--- src/rtl/mem_access_unit.sv ---
// mem_access_unit: byte-serial little-endian load/store sequencer for an 8-bit data RAM port.
// Define MEM_ACCESS_MISALIGN_TRAP_EN to answer misaligned half/word requests with resp_err and no RAM access.
module mem_access_unit #(
    parameter int ADDR_WIDTH = 8,
    parameter int DATA_WIDTH = 8
) (
    input  logic                  PC,
    input  logic                  rst,
    input  logic                  req_valid,
    output logic                  req_ready,
    input  logic                  req_we,
    input  logic [1:0]            req_size,
    input  logic                  req_unsigned,
    input  logic [ADDR_WIDTH-1:0] req_addr,
    input  logic [31:0]           req_wdata,
    output logic                  resp_valid,
    output logic [31:0]           resp_rdata,
    output logic                  resp_err,
    output logic                  mem_wr_en,
    output logic [ADDR_WIDTH-1:0] mem_wr_addr,
    output logic [DATA_WIDTH-1:0] mem_din,
    output logic                  mem_rd_en,
    output logic [ADDR_WIDTH-1:0] mem_rd_addr,
    input  logic [DATA_WIDTH-1:0] mem_dout
);
    typedef enum logic [1:0] {IDLE, WRITE, READ, DONE} state_t;
    state_t state, state_nxt;
    logic we_q, uns_q, err_q, misalign;
    logic [1:0] size_q, lane;
    logic [2:0] cnt, n_bytes;
    logic [ADDR_WIDTH-1:0] addr_q, cur_addr;
    logic [31:0] wdata_q, rbuf, ext;
    assign n_bytes = size_q == 2'b00 ? 3'd1 : size_q == 2'b01 ? 3'd2 : 3'd4;
    assign cur_addr = addr_q + ADDR_WIDTH'(cnt);
    assign lane = 2'(cnt - 3'd1);
`ifdef MEM_ACCESS_MISALIGN_TRAP_EN
    assign misalign = req_size == 2'b00 ? 1'b0 : req_size == 2'b01 ? req_addr[0] : |req_addr[1:0];
`else
    assign misalign = 1'b0;
`endif
    always_comb begin
        state_nxt = state;
        case (state)
            IDLE:    if (req_valid) state_nxt = misalign ? DONE : req_we ? WRITE : READ;
            WRITE:   if (cnt == n_bytes - 3'd1) state_nxt = DONE;
            READ:    if (cnt == n_bytes) state_nxt = DONE;
            default: state_nxt = IDLE;
        endcase
    end
    always_ff @(posedge PC) begin
        if (!rst) begin
            state   <= IDLE;
            cnt     <= '0;
            we_q    <= 1'b0;
            uns_q   <= 1'b0;
            err_q   <= 1'b0;
            size_q  <= '0;
            addr_q  <= '0;
            wdata_q <= '0;
            rbuf    <= '0;
        end else begin
            state <= state_nxt;
            if (state == IDLE && req_valid) begin
                we_q    <= req_we;
                uns_q   <= req_unsigned;
                err_q   <= misalign;
                size_q  <= req_size;
                addr_q  <= req_addr;
                wdata_q <= req_wdata;
                cnt     <= '0;
                rbuf    <= '0;
            end else if (state == WRITE || state == READ) begin
                cnt <= cnt + 3'd1;
            end
            // RAM data trails the read enable by one cycle, so cycle c fills lane c-1
            if (state == READ && cnt != 3'd0) rbuf[{lane, 3'b000} +: 8] <= mem_dout;
        end
    end
    assign req_ready   = state == IDLE;
    assign mem_wr_en   = state == WRITE;
    assign mem_wr_addr = mem_wr_en ? cur_addr : '0;
    assign mem_din     = mem_wr_en ? DATA_WIDTH'(wdata_q[{cnt[1:0], 3'b000} +: 8]) : '0;
    assign mem_rd_en   = state == READ && cnt != n_bytes;
    assign mem_rd_addr = mem_rd_en ? cur_addr : '0;
    assign ext = size_q == 2'b00 ? {{24{~uns_q & rbuf[7]}}, rbuf[7:0]}
               : size_q == 2'b01 ? {{16{~uns_q & rbuf[15]}}, rbuf[15:0]} : rbuf;
    assign resp_valid = state == DONE;
    assign resp_err   = resp_valid & err_q;
    assign resp_rdata = resp_valid && !we_q && !err_q ? ext : '0;
endmodule

--- config.mk ---
export PLATFORM = sky130hd
export DESIGN_NAME = mem_access_unit
export DESIGN_NICKNAME = d
export VERILOG_FILES = /design/src/rtl/mem_access_unit.sv
export SDC_FILE = /design/constraint.sdc
export NUM_CORES = 1
export LEC_CHECK = 0
export BUFFER_PORTS_ARGS = -buffer_cell sky130_fd_sc_hd__buf_2
export CAP_MARGIN = 10
export CORE_MARGIN = 2
export CORE_UTILIZATION = 52
export CTS_CLUSTER_DIAMETER = 40
export DETAILED_ROUTE_END_ITERATION = 7
export PLACE_DENSITY = 0.8
export SLEW_MARGIN = 15
export SYNTH_ARGS = -nofsm -noshare
export SYNTH_HDL_FRONTEND = slang
export SYNTH_SLANG_ARGS = --single-unit
--- constraint.sdc ---
create_clock -name PC -period 2.35 [get_ports PC]
set_input_delay 0.235 -clock PC [delete_from_list [all_inputs] [get_ports PC]]
set_output_delay 0.235 -clock PC [all_outputs]
set_load 0.02 [all_outputs]
==> summary.txt, run 1 <==
Finish
  • Final Util: 63.49%
  • Number of inserted diodes: 0
  • Most common cell after layout, fill and taps aside: buf_2
  • Non-Filler Instances: 713
  • Final Instance Area: 0.004830 mm²
  • P&R area growth vs syn: 19.88%
  • Leading cell types in the layout, fill and taps excluded: buf_2 (114), nand2_1 (107), dfxtp_1 (80)
  • # fillers: 700
  • Ratio of cells with drive above 1 in the final layout: 27.82%
  • Nets: 676

Placed design
  • # port buffers: 114
  • Post-Place Cells: 697
  • HPWL Detailed: 7129 µm
  • DP Area: 0.004643 mm²
  • Pre-CTS WS: 0.2348 ns
  • Gpl congestion: 0.8592

STA
  • Worst clock skew: 0.008381 ns
  • Final Hold Vio Count: 0
  • Min Hold Slack: 0.1161 ns
  • Fin Setup TNS: 0 ns
  • Slew HR: 48.74%
  • Final setup violation count: 0
  • Final min period: 2.193 ns
  • Slew @ Worst Pin: 0.7678 ns
  • Setup ws final: 0.1573 ns
  • Final worst-path cycle share: 93.31%
  • RSZ-0062 raised after global routing: no
  • Fmax: 456.1 MHz
  • Max-slew violations: 0

Setup path
  • Crit path required time: 2.12 ns
  • Worst setup SP type: flop
  • Crit Path Category: reg -> out
  • CP arrival: 1.96 ns
  • Crit-path max FO: 8
  • Critical Path End Type: output port

Global route
  • Grt ovf: 0
  • Vias in the first global route: 3575
  • First-pass GRT wire length: 16270 µm
  • Initial antenna violation count: 0
  • Largest net degree at the start of global routing: 48
  • GRT Overall Usage: 23.72%

Power and ir drop
  • Leakage power: 2.054 nW
  • Total power draw: 3.840 mW
  • Power per Cell Area: 795.0 mW/mm²
  • Max VDD drop: 501.2 µV

Route
  • Residual DRC: 0
  • DR WL/cell: 13.62 µm
  • Via count: 3744
  • ANT nets after route: 0
  • TritonRoute pass-1 iters: 5
  • Post-Route WL: 9709 µm
  • DR iter-0 viols: 167
  • Via density: 5.251

Clocking
  • # clock sinks: 81
  • Root buffer cell: clkbuf_8
  • CTS max path bufs: 2
  • Worst-Skew Late Latency: 0.35 ns
  • Worst-path clk slew: 0.08 ns
  • Hold buffer count at CTS: 0
  • CTS tree: yes
  • H-tree Lvls: 3
  • CTS buffer count: 9

Die
  • I/O pin count: 116
  • Core area: 0.007607 mm²
  • Die width: 92.02 µm
  • Die H: 92.02 µm
  • Initial Utilization: 52.96%
  • Std-Cell Rows: 32
  • Die Footprint: 0.008468 mm²

Job
  • Max-Cap Viols: 0

Logic synthesis
  • Ys Warns: 0
  • Mapped Nets: 571
  • Synth Area per Inst: 8.026 µm²
  • Cell count after synthesis: 502
  • Synth cell types: 48
  • Synth Register Bits: 81
  • Post-Syn Area: 0.004029 mm²
  • Sequential element share of the synthesized area: 40.25%

Min path
  • Worst hold path class: in -> reg

Run status
  • Status: finished, final reports clean
-- path summary, 6_finish.rpt --
path	startpoint	to	slack, ns	cells after the start
hold reg to reg	wdata_q[27]	wdata_q[27]	0.46	2
setup / recovery	size_q[1]	mem_rd_addr[1]	0.16	6
hold / removal	req_wdata[28]	wdata_q[28]	0.12	3
setup reg to reg	cnt[0]	rbuf[20]	0.23	6
-- power by group --
| group | total (mW) | switching [mW] | internal (mW) |
|---|---|---|---|
| registers | 1.63 | 0.104 | 1.53 |
| logic | 1.35 | 0.842 | 0.505 |
| clock network | 0.862 | 0.491 | 0.372 |
| total | 3.84 | 1.44 | 2.40 |
-- Yosys cell counts (all sizes together) --
library cell  instances  area (µm²)
xor2                  1       8.760
nand3                45       235.2
xnor2                 7       61.31
clkinv                1       3.750
buf                   7       61.30
ha                   13       162.7
nand2               108       405.4
nor3b                 1       7.510
o21ai                 9       48.80
and3                  1       6.260
or2b                  1       8.760
conb                  1       3.750
or2                   1       6.260
and2b                 1       7.510
nor3                  1       10.01
or3                   2       15.01
a31oi                 1       6.260
mux4                  8       180.2
nor4                  2       33.78
dfxtp                81        1622
clkbuf               24       100.1
and4bb                1       12.51
a21oi                80       400.4
a21boi                2       30.03
a22oi                 8       60.06
o221ai                2       35.04
nand2b                2       15.02
and2                 24       150.1
fa                    1       20.02
nor2b                 2       12.51
inv                  24       90.09
o21a                  9       67.56
nor2                 27       103.9
a21o                  1       7.510
mux2i                 3       30.03
-- state kept, by name, indices dropped and copies added (netlist names) --
register  cells
rbuf         32
wdata_q      32
addr_q        8
cnt           3
size_q        2
state         2
uns_q         1
we_q          1
-- layer usage --
metal	global-route usage (%)	vias up	wire (µm)
li1	-	1886	-
met1	30.42	1713	4195
met2	40.69	133	4677
met3	4.273	12	707
met4	7.338	0	129
met5	0	-	0
-- repair_timing --
action,CTS,global route
endpoints found under the setup margin,4,24
resized for setup,1,4
setup buffers,0,1
-- kinds of logic after synthesis --
| logic type | count (synthesis) | synth area share (%) |
|---|---|---|
| simple gates | 219 | 25.56 |
| compound gates | 112 | 16.27 |
| flops | 81 | 40.25 |
| buf+inv | 56 | 6.335 |
| fa+ha+maj | 14 | 4.534 |
| mux | 11 | 5.217 |
| xor+xnor | 8 | 1.739 |
| other cells | 1 | 0.09308 |
-- layout make-up --
class                      count  area (µm²)  area share (%)
timing repair buffer         125       653.1           13.52
sequential                    81        1625           33.65
tap                          102       127.6           2.642
multi-input combinational    365        2170           44.92
inverter                      25       93.84           1.943
clock buffer                   9       123.9           2.565
clock inverter                 6       36.28          0.7513
-- worst max-delay path, stage by stage (launching register included) --
cell and delay, ns:
dfxtp_1 0.45, and4bb_1 0.26, a31oi_1 0.27, o221ai_4 0.24
inv_2 0.11, and2_1 0.12, buf_2 0.16
Power figures use the tool's default switching activity.
==> inputs of run 2 (changes only) <==
Settings changed: CORE_ASPECT_RATIO from default to 1.1.
==> run 2 against run 1 <==
  * Sequential power barely moved
  * Critical path depth increased by 1
  * Hold slack got worse by 0.0030 ns
  * Clock-buffer cell count increased by 2
  * Via count rose by 2.9%
  * Non-clock buffer count did not move
  * Critical path type unchanged
  * Global-route usage is 0.61 points higher
  * Fmax grew 0.61%
  * Sequential cell count is the same
  * Register-to-register slack worse by 0.03 ns
==> summary.txt, run 2 (synthesis results as in run 1) <==
Route
  • Via count: 3854 (was 3744)
  • ANT nets after route: 0 (unchanged)
  • Via density: 5.375 (was 5.251)
  • TritonRoute pass-1 iters: 5 (unchanged)
  • DR WL/cell: 14.11 µm (was 13.62 µm)
  • Post-Route WL: 10120 µm (was 9709 µm)
  • DR iter-0 viols: 234 (was 167)
  • Residual DRC: 0 (unchanged)

Setup path
  • Top delay family on crit path: adder cells (was compound AO/OA/AOI/OAI gates)
  • Critical Path End Type: output port (unchanged)
  • Crit path required time: 2.12 ns (about the same)
  • Crit Path Category: reg -> out (unchanged)
  • Crit path buffers/inverters: 1 (was 2)
  • Most used cell, CP: nor2_1
  • Critical path, cell by cell: ha_1, fa_1, a21oi_2, nor2_1, xnor2_1, nor2_1, buf_2 (was and4bb_1, a31oi_1, o221ai_4, inv_2, and2_1, buf_2)
  • Worst setup SP type: flop (unchanged)
  • Slowest cell on crit path: fa_1 (was dfxtp_1)
  • Crit-path max FO: 2 (was 8)
  • Slowest stage delay, CP: 0.42 ns (was 0.45 ns)
  • CP arrival: 1.94 ns (was 1.96 ns)

Power and ir drop
  • Switch share: 35.30% (was 37.43%)
  • Total power draw: 4.114 mW (was 3.840 mW)
  • Clock power share: 27.3% (was 22.5%)
  • Comb pwr share: 33.0% (was 35.1%)
  • Leakage power: 2.081 nW (was 2.054 nW)
  • Power per Cell Area: 840.9 mW/mm² (was 795.0 mW/mm²)
  • Internal power: 2.662 mW (was 2.403 mW)
  • Net switching power: 1.452 mW (was 1.437 mW)
  • Max VDD drop: 542.6 µV (was 501.2 µV)
  • Seq pwr share: 39.7% (was 42.5%)

Die
  • Std-Cell Rows: 33 (was 32)
  • Die H: 96.32 µm (was 92.02 µm)
  • Initial Utilization: 53.91% (was 52.96%)
  • Die Footprint: 0.008469 mm² (was 0.008468 mm²)
  • I/O pin count: 116 (unchanged)
  • Core area: 0.007473 mm² (was 0.007607 mm²)
  • Die width: 87.93 µm (was 92.02 µm)

Finish
  • Most common cell after layout, fill and taps aside: buf_2 (unchanged)
  • Top Registers: rbuf (32), wdata_q (32), addr_q (8) (unchanged)
  • Ratio of cells with drive above 1 in the final layout: 27.94% (was 27.82%)
  • Number of inserted diodes: 0 (unchanged)
  • Leading cell types in the layout, fill and taps excluded: buf_2 (114), nand2_1 (107), dfxtp_1 (80) (unchanged)
  • Non-Filler Instances: 717 (was 713)
  • Final Instance Area: 0.004892 mm² (was 0.004830 mm²)
  • P&R area growth vs syn: 21.43% (was 19.88%)
  • Final Util: 65.46% (was 63.49%)
  • Nets: 676 (unchanged)

STA
  • Fin Setup TNS: 0 ns (unchanged)
  • Final worst-path cycle share: 92.74% (was 93.31%)
  • Final setup violation count: 0 (unchanged)
  • Setup ws final: 0.1707 ns (was 0.1573 ns)
  • Slew HR: 57.51% (was 48.74%)
  • Final Hold Vio Count: 0 (unchanged)
  • Worst clock skew: 0.01390 ns (was 0.008381 ns)
  • Min Hold Slack: 0.1131 ns (was 0.1161 ns)
  • RSZ-0062 raised after global routing: no (unchanged)
  • Fmax: 458.9 MHz (was 456.1 MHz)
  • Slew @ Worst Pin: 0.6364 ns (was 0.7678 ns)
  • Final min period: 2.179 ns (was 2.193 ns)
  • Max-slew violations: 0 (unchanged)

Placed design
  • DP Area: 0.004647 mm² (was 0.004643 mm²)
  • Pre-CTS WS: 0.2237 ns (was 0.2348 ns)
  • Gpl congestion: 0.9225 (was 0.8592)
  • Post-Place Cells: 700 (was 697)
  • # port buffers: 114 (unchanged)
  • HPWL Detailed: 7237 µm (was 7129 µm)

Min path
  • Worst hold path class: in -> reg (unchanged)

Job
  • Max-Cap Viols: 0 (unchanged)

Clocking
  • CTS max path bufs: 2 (unchanged)
  • Worst-path clk slew: 0.08 ns (about the same)
  • Worst-Skew Late Latency: 0.35 ns (about the same)
  • H-tree Lvls: 3 (unchanged)
  • Root buffer cell: clkbuf_8 (unchanged)
  • CTS tree: yes (unchanged)
  • # clock sinks: 81 (unchanged)
  • CTS buffer count: 9 (unchanged)

Global route
  • Initial antenna violation count: 0 (unchanged)
  • First-pass GRT wire length: 16040 µm (was 16270 µm)
  • GRT Overall Usage: 24.33% (was 23.72%)
  • Vias in the first global route: 3569 (was 3575)
  • Grt ovf: 0 (unchanged)
  • Largest net degree at the start of global routing: 40 (was 48)

Run status
  • Status: finished, final reports clean (unchanged)
==> run 2: cell types whose count changed in the layout (fill, tap and decap cells not counted) <==
cell and change:
clkinvlp_4 -1, bufinv_16 +2, dfxtp_2 +1, clkbuf_1 +1
dfxtp_4 -1, clkbuf_8 +1, clkinv_2 -2, and2b_2 +1
and2b_1 -1
==> run 2: worst register-to-register path: cells and delay by family (launching register included) <==
family          cells  cell delay (ns)
flops               1             0.34
buf+inv             2             0.50
fa+ha+maj           1             0.43
compound gates      1             0.16
simple gates        2             0.64
==> run 2: metal layers <==
metal / GRT usage, % / routed length, µm / vias up
met3: 5.746 / 711 / 16
met5: 0 / 0 / -
met1: 29.33 / 4164 / 1802
li1: - / - / 1890
met4: 9.231 / 153 / 0
met2: 41.92 / 5087 / 146
==> run 2: layout make-up <==
class,count,area [µm²]
fill,636,2581
multi-input combinational,365,2171
sequential,81,1623
timing repair buffer,125,653.1
clock buffer,11,141.4
tap,105,131.4
inverter,25,93.84
clock inverter,5,78.83
==> run 2: worst paths after layout <==
check	from	to	slack [ns]	cells past startpoint
max	cnt[0]	mem_rd_addr[6]	0.17	7
min	req_wdata[0]	wdata_q[0]	0.11	3
max reg2reg	cnt[0]	rbuf[17]	0.20	6
min reg2reg	wdata_q[24]	wdata_q[24]	0.45	2
==> run 2: timing repair <==
item	CTS	global route
setup endpoints to repair	20	28
hold buffers	0	0
buffers inserted	1	0
resized for setup	2	3
==> run 2: power groups by stage <==
stage	combinational [mW]	sequential, mW	clock [mW]
CTS	1.36	1.63	1.13
detailed placement	1.35	1.66	0
floorplan	1.06	1.64	0
finish	1.36	1.63	1.12
global placement	1.31	1.65	0
global route	1.51	1.65	1.18
==> inputs of run 3 (changes only) <==
Settings changed: ABC_AREA from default to 1, CORE_UTILIZATION 52 to 53, PLACE_DENSITY 0.8 to 0.81.
==> run 3 against run 2 <==
  * Non-clock buffer count decreased by 2
  * First-iteration DRC count increased by 60%
  * Critical path type unchanged
  * Total power increased by 16%
  * Via count grew 13%
  * Critical endpoint is now resp_rdata[16]
  * Critical path depth unchanged
  * Clock-buffer cell count is the same
  * Combinational power grew 49%
  * Synthesized area increased by 4.6%
  * Global-route usage rose by 0.88 points
  * Clock skew shrank 0.0055 ns
  * Sequential power increased by 6%
==> summary.txt, run 3 <==
Power and ir drop
  • Total power draw: 4.782 mW (was 4.114 mW)
  • Power per Cell Area: 953.1 mW/mm² (was 840.9 mW/mm²)
  • Internal power: 2.745 mW (was 2.662 mW)
  • Clock power share: 21.5% (was 27.3%)
  • Seq pwr share: 36.2% (was 39.7%)
  • Comb pwr share: 42.2% (was 33.0%)
  • Switch share: 42.61% (was 35.30%)
  • Leakage power: 2.295 nW (was 2.081 nW)
  • Max VDD drop: 569.6 µV (was 542.6 µV)
  • Net switching power: 2.038 mW (was 1.452 mW)

Run status
  • Status: finished, final reports clean (unchanged)

Die
  • Die H: 97.54 µm (was 96.32 µm)
  • Std-Cell Rows: 34 (was 33)
  • Core area: 0.007828 mm² (was 0.007473 mm²)
  • Die width: 89.03 µm (was 87.93 µm)
  • Die Footprint: 0.008684 mm² (was 0.008469 mm²)
  • Initial Utilization: 53.85% (was 53.91%)
  • I/O pin count: 116 (unchanged)

Clocking
  • CTS tree: yes (unchanged)
  • Worst-Skew Late Latency: 0.36 ns (was 0.35 ns)
  • CTS max path bufs: 2 (unchanged)
  • # clock sinks: 81 (unchanged)
  • CTS buffer count: 9 (unchanged)
  • Hold buffer count at CTS: 0 (unchanged)
  • Root buffer cell: clkbuf_8 (unchanged)
  • Worst-path clk slew: 0.08 ns (about the same)
  • H-tree Lvls: 3 (unchanged)

Logic synthesis
  • Synth Area per Inst: 6.854 µm² (was 8.026 µm²)
  • Top_reg_cell synth: dfxtp_1 (unchanged)
  • Cell count after synthesis: 615 (was 502)
  • Synth area leader: dfxtp_1 (unchanged)
  • Synth Area in Simple Gates: 29.06% (was 25.56%)
  • Synth cell types: 33 (was 48)
  • Sequential element share of the synthesized area: 38.47% (was 40.25%)
  • Post-synthesis mux area share: 0% (was 5.217%)
  • Complex-gate fraction of the synthesized area: 17.66% (was 16.27%)
  • Async S/R FF share, synth: 0% (unchanged)
  • Main combinational cell family by area after synthesis: simple AND/OR/NAND/NOR gates (unchanged)
  • Ys Warns: 0 (unchanged)
  • Top cell type's share of synthesized area: 38.47% (was 40.25%)
  • Post-synthesis xor/xnor area fraction: 1.247% (was 1.739%)
  • Count leader, synth: nor2_1 (was nand2_1)
  • Synth top cells by count: nor2_1 (164), dfxtp_1 (81), o21ai_0 (65) (was nand2_1 (108), dfxtp_1 (81), a21oi_1 (80))
  • Number of synthesized flops with an enable pin: 0 (unchanged)
  • Top cells by area, synth: dfxtp_1 (38%), nor2_1 (15%), o21ai_0 (7.7%), nand2_1 (5.4%), a21oi_1 (5.3%) (was dfxtp_1 (40%), nand2_1 (10%), a21oi_1 (9.9%), nand3_1 (5.3%), mux4_2 (4.5%))
  • Synth Area in Adders: 4.334% (was 4.534%)
  • Mapped Nets: 684 (was 571)
  • Post-Syn Area: 0.004215 mm² (was 0.004029 mm²)
  • Synth Register Bits: 81 (unchanged)

Placed design
  • HPWL Detailed: 7758 µm (was 7237 µm)
  • DP Area: 0.004797 mm² (was 0.004647 mm²)
  • Gpl congestion: 0.8600 (was 0.9225)
  • # port buffers: 114 (unchanged)

Setup path
  • Critical Path End Type: output port (unchanged)
  • CP arrival: 1.99 ns (was 1.94 ns)
  • Crit-path max FO: 16 (was 2)
  • Crit path required time: 2.12 ns (about the same)
  • Crit Path Category: reg -> out (unchanged)
  • Worst setup SP type: flop (unchanged)

Global route
  • Grt ovf: 0 (unchanged)
  • GRT Overall Usage: 25.21% (was 24.33%)
  • Initial antenna violation count: 0 (unchanged)
  • Vias in the first global route: 3881 (was 3569)
  • First-pass GRT wire length: 17420 µm (was 16040 µm)
  • Largest net degree at the start of global routing: 47 (was 40)

STA
  • Final setup violation count: 0 (unchanged)
  • Final Hold Vio Count: 0 (unchanged)
  • Final worst-path cycle share: 94.63% (was 92.74%)
  • Final min period: 2.224 ns (was 2.179 ns)
  • Max-slew violations: 0 (unchanged)
  • Fin Setup TNS: 0 ns (unchanged)
  • Fmax: 449.7 MHz (was 458.9 MHz)
  • Worst clock skew: 0.008436 ns (was 0.01390 ns)
  • Slew @ Worst Pin: 0.5960 ns (was 0.6364 ns)
  • Slew HR: 60.12% (was 57.51%)

Finish
  • Number of inserted diodes: 0 (unchanged)
  • Most common cell after layout, fill and taps aside: nor2_1 (was buf_2)
  • Final Instance Area: 0.005017 mm² (was 0.004892 mm²)
  • P&R area growth vs syn: 19.03% (was 21.43%)
  • Final Util: 64.10% (was 65.46%)
  • Leading cell types in the layout, fill and taps excluded: nor2_1 (163), buf_2 (114), dfxtp_1 (80) (was buf_2 (114), nand2_1 (107), dfxtp_1 (80))
  • Ratio of cells with drive above 1 in the final layout: 24.51% (was 27.94%)
  • # fillers: 714 (was 636)
  • Nets: 782 (was 676)
  • Top Registers: rbuf (32), wdata_q (32), addr_q (8) (unchanged)

Route
  • Via count: 4362 (was 3854)
  • DR WL/cell: 12.98 µm (was 14.11 µm)
  • ANT nets after route: 0 (unchanged)
  • Via density: 5.281 (was 5.375)
  • DR iter-0 viols: 375 (was 234)
  • Post-Route WL: 10720 µm (was 10120 µm)
  • Residual DRC: 0 (unchanged)
  • TritonRoute pass-1 iters: 7 (was 5)

Min path
  • Worst hold path class: in -> reg (unchanged)

Job
  • Max-Cap Viols: 0 (unchanged)
-- run 3: final timing paths --
kind	from	to	slack, ns	cells after the start
worst min-delay path	req_wdata[9]	wdata_q[9]	0.13	3
worst max-delay path	size_q[1]	resp_rdata[16]	0.13	7
worst max register to register	cnt[0]	rbuf[1]	0.48	7
worst min register to register	we_q	we_q	0.48	2
-- run 3: critical path: stages (launching register included) --
cell     delay (ns)
dfxtp_2        0.49
inv_2          0.18
nand2_2        0.24
a21oi_2        0.07
nor2_4         0.13
o21ai_4        0.18
a21oi_1        0.17
buf_2          0.18
-- run 3: per-stage QoR --
step / setup slack, ns / hold slack (ns) / cells
2_1_floorplan: 0.4096 / 0.3737 / 615
3_3_place_gp: 0.4399 / 0.4540 / 810
3_5_place_dp: 0.3256 / 0.4661 / 810
4_1_cts: 0.05144 / 0.1197 / 826
5_1_grt: -0.003847 / 0.1340 / 826
6_report: 0.1261 / 0.1276 / 826
-- run 3: per-layer routing --
layer  wire (µm)  up-vias  part of all wire, %  track usage (%)
met5           0        -                    0                0
li1            -     2167                    -                -
met3         685       22                  6.4            4.078
met4         225        0                  2.1            10.45
met2        5335      179                   50            42.71
met1        4475     1994                   42            31.17
-- run 3: power groups by stage --
stage                     clock network, mW  registers [mW]  logic (mW)
after global routing                   1.08            1.76        2.27
final                                  1.03            1.73        2.02
after CTS                              1.03            1.73        1.98
after detailed placement                  0            1.76        1.96
after global placement                    0            1.75        1.92
after floorplan                           0            1.73        1.51
-- run 3: logic make-up (layout without fill, tap and decap cells) --
group	Yosys count	after routing
other	1	1
buffers and inverters	87	190
adders and majority gates	14	14
AOI/OAI and AO/OA	135	135
xor gates and xnor gates	6	6
DFF	81	81
and+or+nand+nor	291	291
-- run 3: what timing repair did --
action | 4_1_cts | 5_1_grt
setup endpoints to repair | 20 | 8
gates resized for setup | 2 | 5
pin swaps | 0 | 0
setup buffers | 0 | 0
cloned | 0 | 0
-- run 3: final cells by class --
| cell class | count | area (µm²) | area share [%] |
|---|---|---|---|
| Timing Repair Buffer | 123 | 650.6 | 12.97 |
| Clock buffer | 11 | 141.4 | 2.818 |
| Clock inverter | 5 | 55.05 | 1.097 |
| Multi-Input combinational cell | 447 | 2218 | 44.21 |
| Sequential cell | 81 | 1623 | 32.34 |
| Inverter | 51 | 193.9 | 3.865 |
| Tap cell | 108 | 135.1 | 2.693 |
